==> src/rtl/vslc_timer_bank.sv <==
// Bank of PLC-style timers (TON / TOF / TP) sharing one power-of-two prescaled base tick.
// The scan engine drives per-channel IN bits, writes mode/preset, and reads Q and ET.
module vslc_timer_bank #(
    parameter int NUM_TIMERS    = 4,
    parameter int TIMER_WIDTH   = 8,
    parameter int TIMER_CLK_DIV = 15
) (
    input  logic                   clk,
    input  logic                   rst_n,
    input  logic [NUM_TIMERS-1:0]  tmr_in,
    input  logic                   cfg_we,
    input  logic [3:0]             cfg_sel,
    input  logic [1:0]             cfg_mode,
    input  logic [TIMER_WIDTH-1:0] cfg_preset,
    input  logic [3:0]             rd_sel,
    output logic [TIMER_WIDTH-1:0] rd_et,
    output logic [NUM_TIMERS-1:0]  tmr_q,
    output logic                   base_tick
);

    typedef enum logic [1:0] {
        MODE_OFF = 2'd0,
        MODE_TON = 2'd1,
        MODE_TOF = 2'd2,
        MODE_TP  = 2'd3
    } mode_t;

    localparam logic [TIMER_WIDTH-1:0] ET_ONE = TIMER_WIDTH'(1);

    mode_t                  mode    [NUM_TIMERS];
    logic [TIMER_WIDTH-1:0] pt      [NUM_TIMERS];
    logic [TIMER_WIDTH-1:0] et      [NUM_TIMERS];
    logic [TIMER_WIDTH-1:0] et_step [NUM_TIMERS];
    logic [TIMER_WIDTH-1:0] et_nxt  [NUM_TIMERS];
    logic [NUM_TIMERS-1:0]  prev_in;
    logic [NUM_TIMERS-1:0]  running;
    logic [NUM_TIMERS-1:0]  q_reg;
    logic [NUM_TIMERS-1:0]  q_nxt;
    logic [NUM_TIMERS-1:0]  run_nxt;
    logic [NUM_TIMERS-1:0]  wr_hit;

    generate
        if (TIMER_CLK_DIV == 0) begin : g_no_div
            always_ff @(posedge clk or negedge rst_n) begin
                if (!rst_n) begin
                    base_tick <= 1'b0;
                end else begin
                    base_tick <= 1'b1;
                end
            end
        end else begin : g_div
            logic [TIMER_CLK_DIV-1:0] div_cnt;

            // The tick is registered off the all-ones count, so it lands one cycle after the wrap point.
            always_ff @(posedge clk or negedge rst_n) begin
                if (!rst_n) begin
                    div_cnt   <= '0;
                    base_tick <= 1'b0;
                end else begin
                    div_cnt   <= div_cnt + TIMER_CLK_DIV'(1);
                    base_tick <= &div_cnt;
                end
            end
        end
    endgenerate

    // Out-of-range selects never match a channel index, so such writes fall away naturally.
    always_comb begin
        wr_hit = '0;
        for (int i = 0; i < NUM_TIMERS; i++) begin
            wr_hit[i] = cfg_we && (cfg_sel == 4'(i));
        end
    end

    always_comb begin
        q_nxt   = q_reg;
        run_nxt = running;
        for (int i = 0; i < NUM_TIMERS; i++) begin
            et_step[i] = (base_tick && (et[i] < pt[i])) ? et[i] + ET_ONE : et[i];
            et_nxt[i]  = et[i];
            case (mode[i])
                MODE_TON: begin
                    run_nxt[i] = 1'b0;
                    if (!tmr_in[i]) begin
                        et_nxt[i] = '0;
                        q_nxt[i]  = 1'b0;
                    end else begin
                        et_nxt[i] = et_step[i];
                        q_nxt[i]  = (et_step[i] == pt[i]);
                    end
                end
                MODE_TOF: begin
                    run_nxt[i] = 1'b0;
                    if (tmr_in[i]) begin
                        et_nxt[i] = '0;
                        q_nxt[i]  = 1'b1;
                    end else if (q_reg[i]) begin
                        et_nxt[i] = et_step[i];
                        q_nxt[i]  = (et_step[i] != pt[i]);
                    end
                end
                MODE_TP: begin
                    if (running[i]) begin
                        et_nxt[i] = et_step[i];
                        if (et_step[i] == pt[i]) begin
                            q_nxt[i]   = 1'b0;
                            run_nxt[i] = 1'b0;
                        end else begin
                            q_nxt[i] = 1'b1;
                        end
                    end else if (tmr_in[i] && !prev_in[i] && (pt[i] != '0)) begin
                        et_nxt[i]  = '0;
                        q_nxt[i]   = 1'b1;
                        run_nxt[i] = 1'b1;
                    end else begin
                        // A finished pulse keeps ET at PT until IN is released.
                        q_nxt[i] = 1'b0;
                        if (!tmr_in[i]) begin
                            et_nxt[i] = '0;
                        end
                    end
                end
                default: begin
                    et_nxt[i]  = '0;
                    q_nxt[i]   = 1'b0;
                    run_nxt[i] = 1'b0;
                end
            endcase
        end
    end

    // A configuration write wins over any tick or input event on the same channel.
    always_ff @(posedge clk or negedge rst_n) begin
        if (!rst_n) begin
            for (int i = 0; i < NUM_TIMERS; i++) begin
                mode[i] <= MODE_OFF;
                pt[i]   <= '0;
                et[i]   <= '0;
            end
            prev_in <= '0;
            running <= '0;
            q_reg   <= '0;
        end else begin
            for (int i = 0; i < NUM_TIMERS; i++) begin
                if (wr_hit[i]) begin
                    mode[i]    <= mode_t'(cfg_mode);
                    pt[i]      <= cfg_preset;
                    et[i]      <= '0;
                    q_reg[i]   <= 1'b0;
                    running[i] <= 1'b0;
                    prev_in[i] <= 1'b0;
                end else begin
                    et[i]      <= et_nxt[i];
                    q_reg[i]   <= q_nxt[i];
                    running[i] <= run_nxt[i];
                    prev_in[i] <= tmr_in[i];
                end
            end
        end
    end

    always_comb begin
        rd_et = '0;
        for (int i = 0; i < NUM_TIMERS; i++) begin
            if (rd_sel == 4'(i)) begin
                rd_et = et[i];
            end
        end
    end

    assign tmr_q = q_reg;

endmodule

==> config.mk <==
export PLATFORM = sky130hd
export DESIGN_NAME = vslc_timer_bank
export DESIGN_NICKNAME = d
export VERILOG_FILES = /design/src/rtl/vslc_timer_bank.sv
export SDC_FILE = /design/constraint.sdc
export NUM_CORES = 1
export LEC_CHECK = 0
export CORE_ASPECT_RATIO = 2
export CORE_MARGIN = 2
export CORE_UTILIZATION = 58
export CTS_CLUSTER_DIAMETER = 120
export DETAILED_ROUTE_END_ITERATION = 8
export PLACE_DENSITY = 0.88
export SLEW_MARGIN = 15
export SYNTH_ARGS = -nofsm -noshare
export SYNTH_HDL_FRONTEND = slang
export SYNTH_SLANG_ARGS = --single-unit
==> constraint.sdc <==
create_clock -name clk -period 4.45 [get_ports clk]
set_input_delay 1.335 -clock clk [delete_from_list [all_inputs] [get_ports clk]]
set_output_delay 1.335 -clock clk [all_outputs]
set_load 0.02 [all_outputs]
* Yosys cells after proc, flatten, opt, wreduce, memory -nomap -nowiden *
Cells that the tools add are included.

storage, ports and cells
  register bits after elaboration = 100
  latch bits = 0
  bits in writable memories = 0
  memory bits (read-only) = 0
  logic and storage cells = 175
  memories = 0

cells by class
  $add $sub $neg = 5
  $mul = 0
  divide/modulo/power cells = 0
  magnitude comparators = 4
  equal/unequal tests = 34
  shifts and indexed selects = 0
  muxes and demuxes = 84
  bitwise logic cells = 0
  reduce and logical (&&, ||, !) cells = 31

operator list
  operator               count
  $mux 8                 36
  $pmux 8 s3             4
  $mux 1                 40
  $add 8x1->8 const B    4
  $eq 8x8->1             4
  $lt 8x8->1             4
  $ne 8x8->1             4
  $reduce_bool 8->1      4
  $ne 5x5->1 const B     4
  $eq 2x2->1 const B     8
  $eq 4x2->1 const B     4
  $logic_and 1x1->1      16
  $ne 4x4->1 const B     4
  $add 15x1->15 const B  1
  $reduce_and 15->1      1
  $pmux 1 s3             4
  $eq 2x1->1 const B     4
  $eq 4x1->1 const B     2
  $logic_not 4->1        2
  $reduce_and 2->1       4
  $logic_not 1->1        4

* Longest topological paths before layout *
  depth in word-level cells = 8
  mapped depth = 11
  mapped depth without buffers = 10

* Worst setup path after synthesis *
No wires, ideal clock.

  path type = input to output
  from = input port rd_sel[0]
  to = output port rd_et[1]
  arrival = 2498 ps
  required time = 3115 ps
  path slack = 617 ps
  stages = 3
  buffers on the path = 1
  cell sequence = clkbuf_1 > mux4_2 > nor2b_1

on the way
  cells in the longest elaborated chain, start to end = 5

RTL lines
  item                  line  source
  start, declared       15    input logic [3:0] rd_sel,
  $logic_not 4->1       165   if (rd_sel == 4'(i)) begin
  $mux 8 (3 in series)  165
  $mux 8 *              165
  end, declared         16    output logic [TIMER_WIDTH-1:0] rd_et,

Mark *: on every way between the ends. The rest lies on a longest branch, timed or not.

* Final worst setup path *
  from = input port rd_sel[0]
  to = output port rd_et[6]

Same word-level chain as after synthesis.

==> flow_summary_export.csv <==
group,metric,value,unit
run_status,status,"complete, no violations",
floorplanning,fp.dieH,154,µm
cts,cts_hold_buf,0,
sta,finalHoldViolCount,0,
cts,cts_tree,"built",
logic_synthesis,synth_area,6540,µm²
detailed_routing,drc_errors,0,
final_layout,syn2layout_area_growth,12.5,%
logic_synthesis,synth.net_count,767,
detailed_routing,wl_per_cell,20.3,µm
placement,place.gp.congestion,0.968,
sta,slew_headroom,0.313,
logic_synthesis,syn_area_per_cell,9.23,µm²
cts,htree_levels,3,
cts,ctsResizeCount,8,
floorplanning,coreArea,10900,µm²
power_and_ir_drop,ir_worst_vdd,0.000227,V
critical_path,path_class,"input pin to output port",
critical_path,r2r_slack,870,ps
logic_synthesis,ys_seq_area_frac,0.382,
detailed_routing,vias_per_cell,6.63,
global_route,grt_max_degree,62,
sta,finalSetupViolCount,0,
logic_synthesis,synth_seq_cells,100,
sta,period_share,0.974,
final_layout,finalNonFillerCells,887,
global_route,grt_pass1_vias,6011,
detailed_routing,wl,18000,µm
critical_path,startpoint,"rd_sel[0]",
placement,portBuffers,37,
floorplanning,ios,38,
power_and_ir_drop,p_per_area,353,nW/µm²
cts,clock_sinks,100,
critical_path,critPathLaunchType,"input pin",
critical_path,crit_required,3120,ps
cts,cts_buffer_depth,2,
critical_path,r2r_cells,9,
logic_synthesis,synth_cells,709,
floorplanning,die_area,12200,µm²
final_layout,final_area,7360,µm²
placement,placed_cell_area,7070,µm²
sta,hold_slack,469,ps
cts,root_buffer,"clkbuf_16",
floorplanning,die_x,79.1,µm
sta,clock_skew,14.5,ps
final_layout,layout_common_cells,"dfrtp_1 (100), nand2_1 (74), o21ai_0 (65), inv_1 (42), xnor2_1 (39)",
sta,tightest_slew,1000,ps
power_and_ir_drop,power.leakage,0.00324,µW
logic_synthesis,yosys_warnings,0,
global_route,antenna_found_initial,0,
sta,rsz0062_at_grt,"false",
cts,clk_pin_slew,60,ps
final_layout,drive_gt1_frac,0.0897,
logic_synthesis,synth_edf_count,0,
sta,fmax,231,MHz
job,cap_violations,0,
critical_path,crit_path_end_kind,"output port",
final_layout,final_util,0.672,
final_layout,layout.nets,800,
logic_synthesis,async_flop_share,1.00,
global_route,grtUsageTotal,0.305,
logic_synthesis,synth_ff_type,"dfrtp_1",
critical_path,r2r-end,"tmr_q[1]",
sta,finalCriticalPeriod,4330,ps
final_layout,insertedDiodeCount,0,
global_route,grt.overflow.total,0,
floorplanning,initial_core_util,0.598,
final_layout,fill_cells,845,
global_route,grt_pass1_wl,29100,µm
detailed_routing,antenna_left,0,
detailed_routing,drtIter0Drc,449,
placement,dp_hpwl,13600,µm
critical_path,r2r-start,"et[21]",
detailed_routing,route.vias.total,5878,
worst_hold_path,min_path_type,"flip-flop to flip-flop",
final_layout,layout_commonest_cell,"dfrtp_1",
cts,cts_made_buffers,9,
cts,postCtsSetupRepairBufs,0,
logic_synthesis,yosysUniqueCellTypes,66,
floorplanning,core.rowCount,54,
critical_path,critPathMaxFanout,8,
detailed_routing,dr.pass1.iters,8,
placement,post-place-cells,871,
cts,clk_latency,350,ps
sta,slew_viol_final,0,
critical_path,crit_end,"rd_et[6]",
critical_path,worstPathArrival,3000,ps
-- cell families after synthesis --
family | share of synthesized area
buffers and inverters | 0.0415
multiplexers | 0.0679
adder cells (fa/ha/maj) | 0.0631
AND/OR/NAND/NOR | 0.192
flip-flops | 0.382
XOR/XNOR | 0.0763
AO/OA/AOI/OAI | 0.176
-- critical path: stages --
cell and delay [ps]:
clkdlybuf4s50_1 510, buf_12 150, mux4_2 510, nor2b_1 160, dlygate4sd2_1 330
-- registers in the layout, summed over array words and instances (netlist names) --
| signal | cells |
|---|---|
| et | 32 |
| mode | 8 |
| tmr_q | 4 |
| base_tick | 1 |
| prev_in | 4 |
| pt | 32 |
| g_div.div_cnt | 15 |
| running | 4 |
-- stage by stage --
step / setup slack (ps) / total power (µW) / TNS [ps]
after floorplan: 617 / 1570 / 0
after global placement: -15.8 / 1730 / -116
after detailed placement: -98.2 / 1780 / -411
after CTS: 121 / 2580 / 0
after global routing: 81.0 / 2710 / 0
final: 115 / 2600 / 0
-- power breakdown --
part | switching [µW] | total [µW] | leakage [µW] | internal, µW
clock network | 353 | 807 | 0.000146 | 454
registers | 129 | 1130 | 0.00130 | 1010
logic | 367 | 655 | 0.00179 | 287
-- metal layers --
metal  track usage  vias up  wire length [µm]
met4         0.222        0              1420
met1         0.313     2853              6080
li1              -     2637                 -
met2         0.539      284              9350
met3        0.0519      104              1130
met5             0        -                 0
-- final cells by class --
class / instances / area [µm²] / share of cell area
clock buffer: 11 / 243 / 0.0330
sequential: 100 / 2500 / 0.340
timing repair buffer: 48 / 453 / 0.0615
clock inverter: 5 / 60.1 / 0.00816
tap: 140 / 175 / 0.0238
inverter: 42 / 158 / 0.0214
multi-input combinational: 541 / 3770 / 0.512
-- worst min-delay path by stage --
stage,startpoint,to,cells after the start
after floorplan,g_div.div_cnt[14],g_div.div_cnt[14],1
after global placement,g_div.div_cnt[14],g_div.div_cnt[14],1
after detailed placement,g_div.div_cnt[14],g_div.div_cnt[14],1
after CTS,g_div.div_cnt[14],g_div.div_cnt[14],1
after global routing,g_div.div_cnt[4],g_div.div_cnt[4],1
final,g_div.div_cnt[14],g_div.div_cnt[14],1
-- cells in the mapped netlist (6+ instances only) --
cell	n	share of area
a211oi_1	8	0.0092
a21o_1	6	0.0069
a21oi_1	27	0.021
a31oi_1	13	0.012
and2_1	9	0.0086
and3_1	15	0.014
clkbuf_1	19	0.011
dfrtp_1	100	0.38
ha_1	33	0.063
inv_1	42	0.024
mux2_2	19	0.033
mux4_2	8	0.028
nand2_1	74	0.042
nand2b_1	7	0.0067
nand3_1	24	0.018
nand4_1	8	0.0076
nor2_1	26	0.015
nor2b_1	24	0.023
nor3_1	11	0.0084
nor4_1	10	0.0096
o21ai_0	65	0.050
o31ai_1	11	0.013
xnor2_1	39	0.052
xor2_1	18	0.024
(Power assumes the default switching activity.)
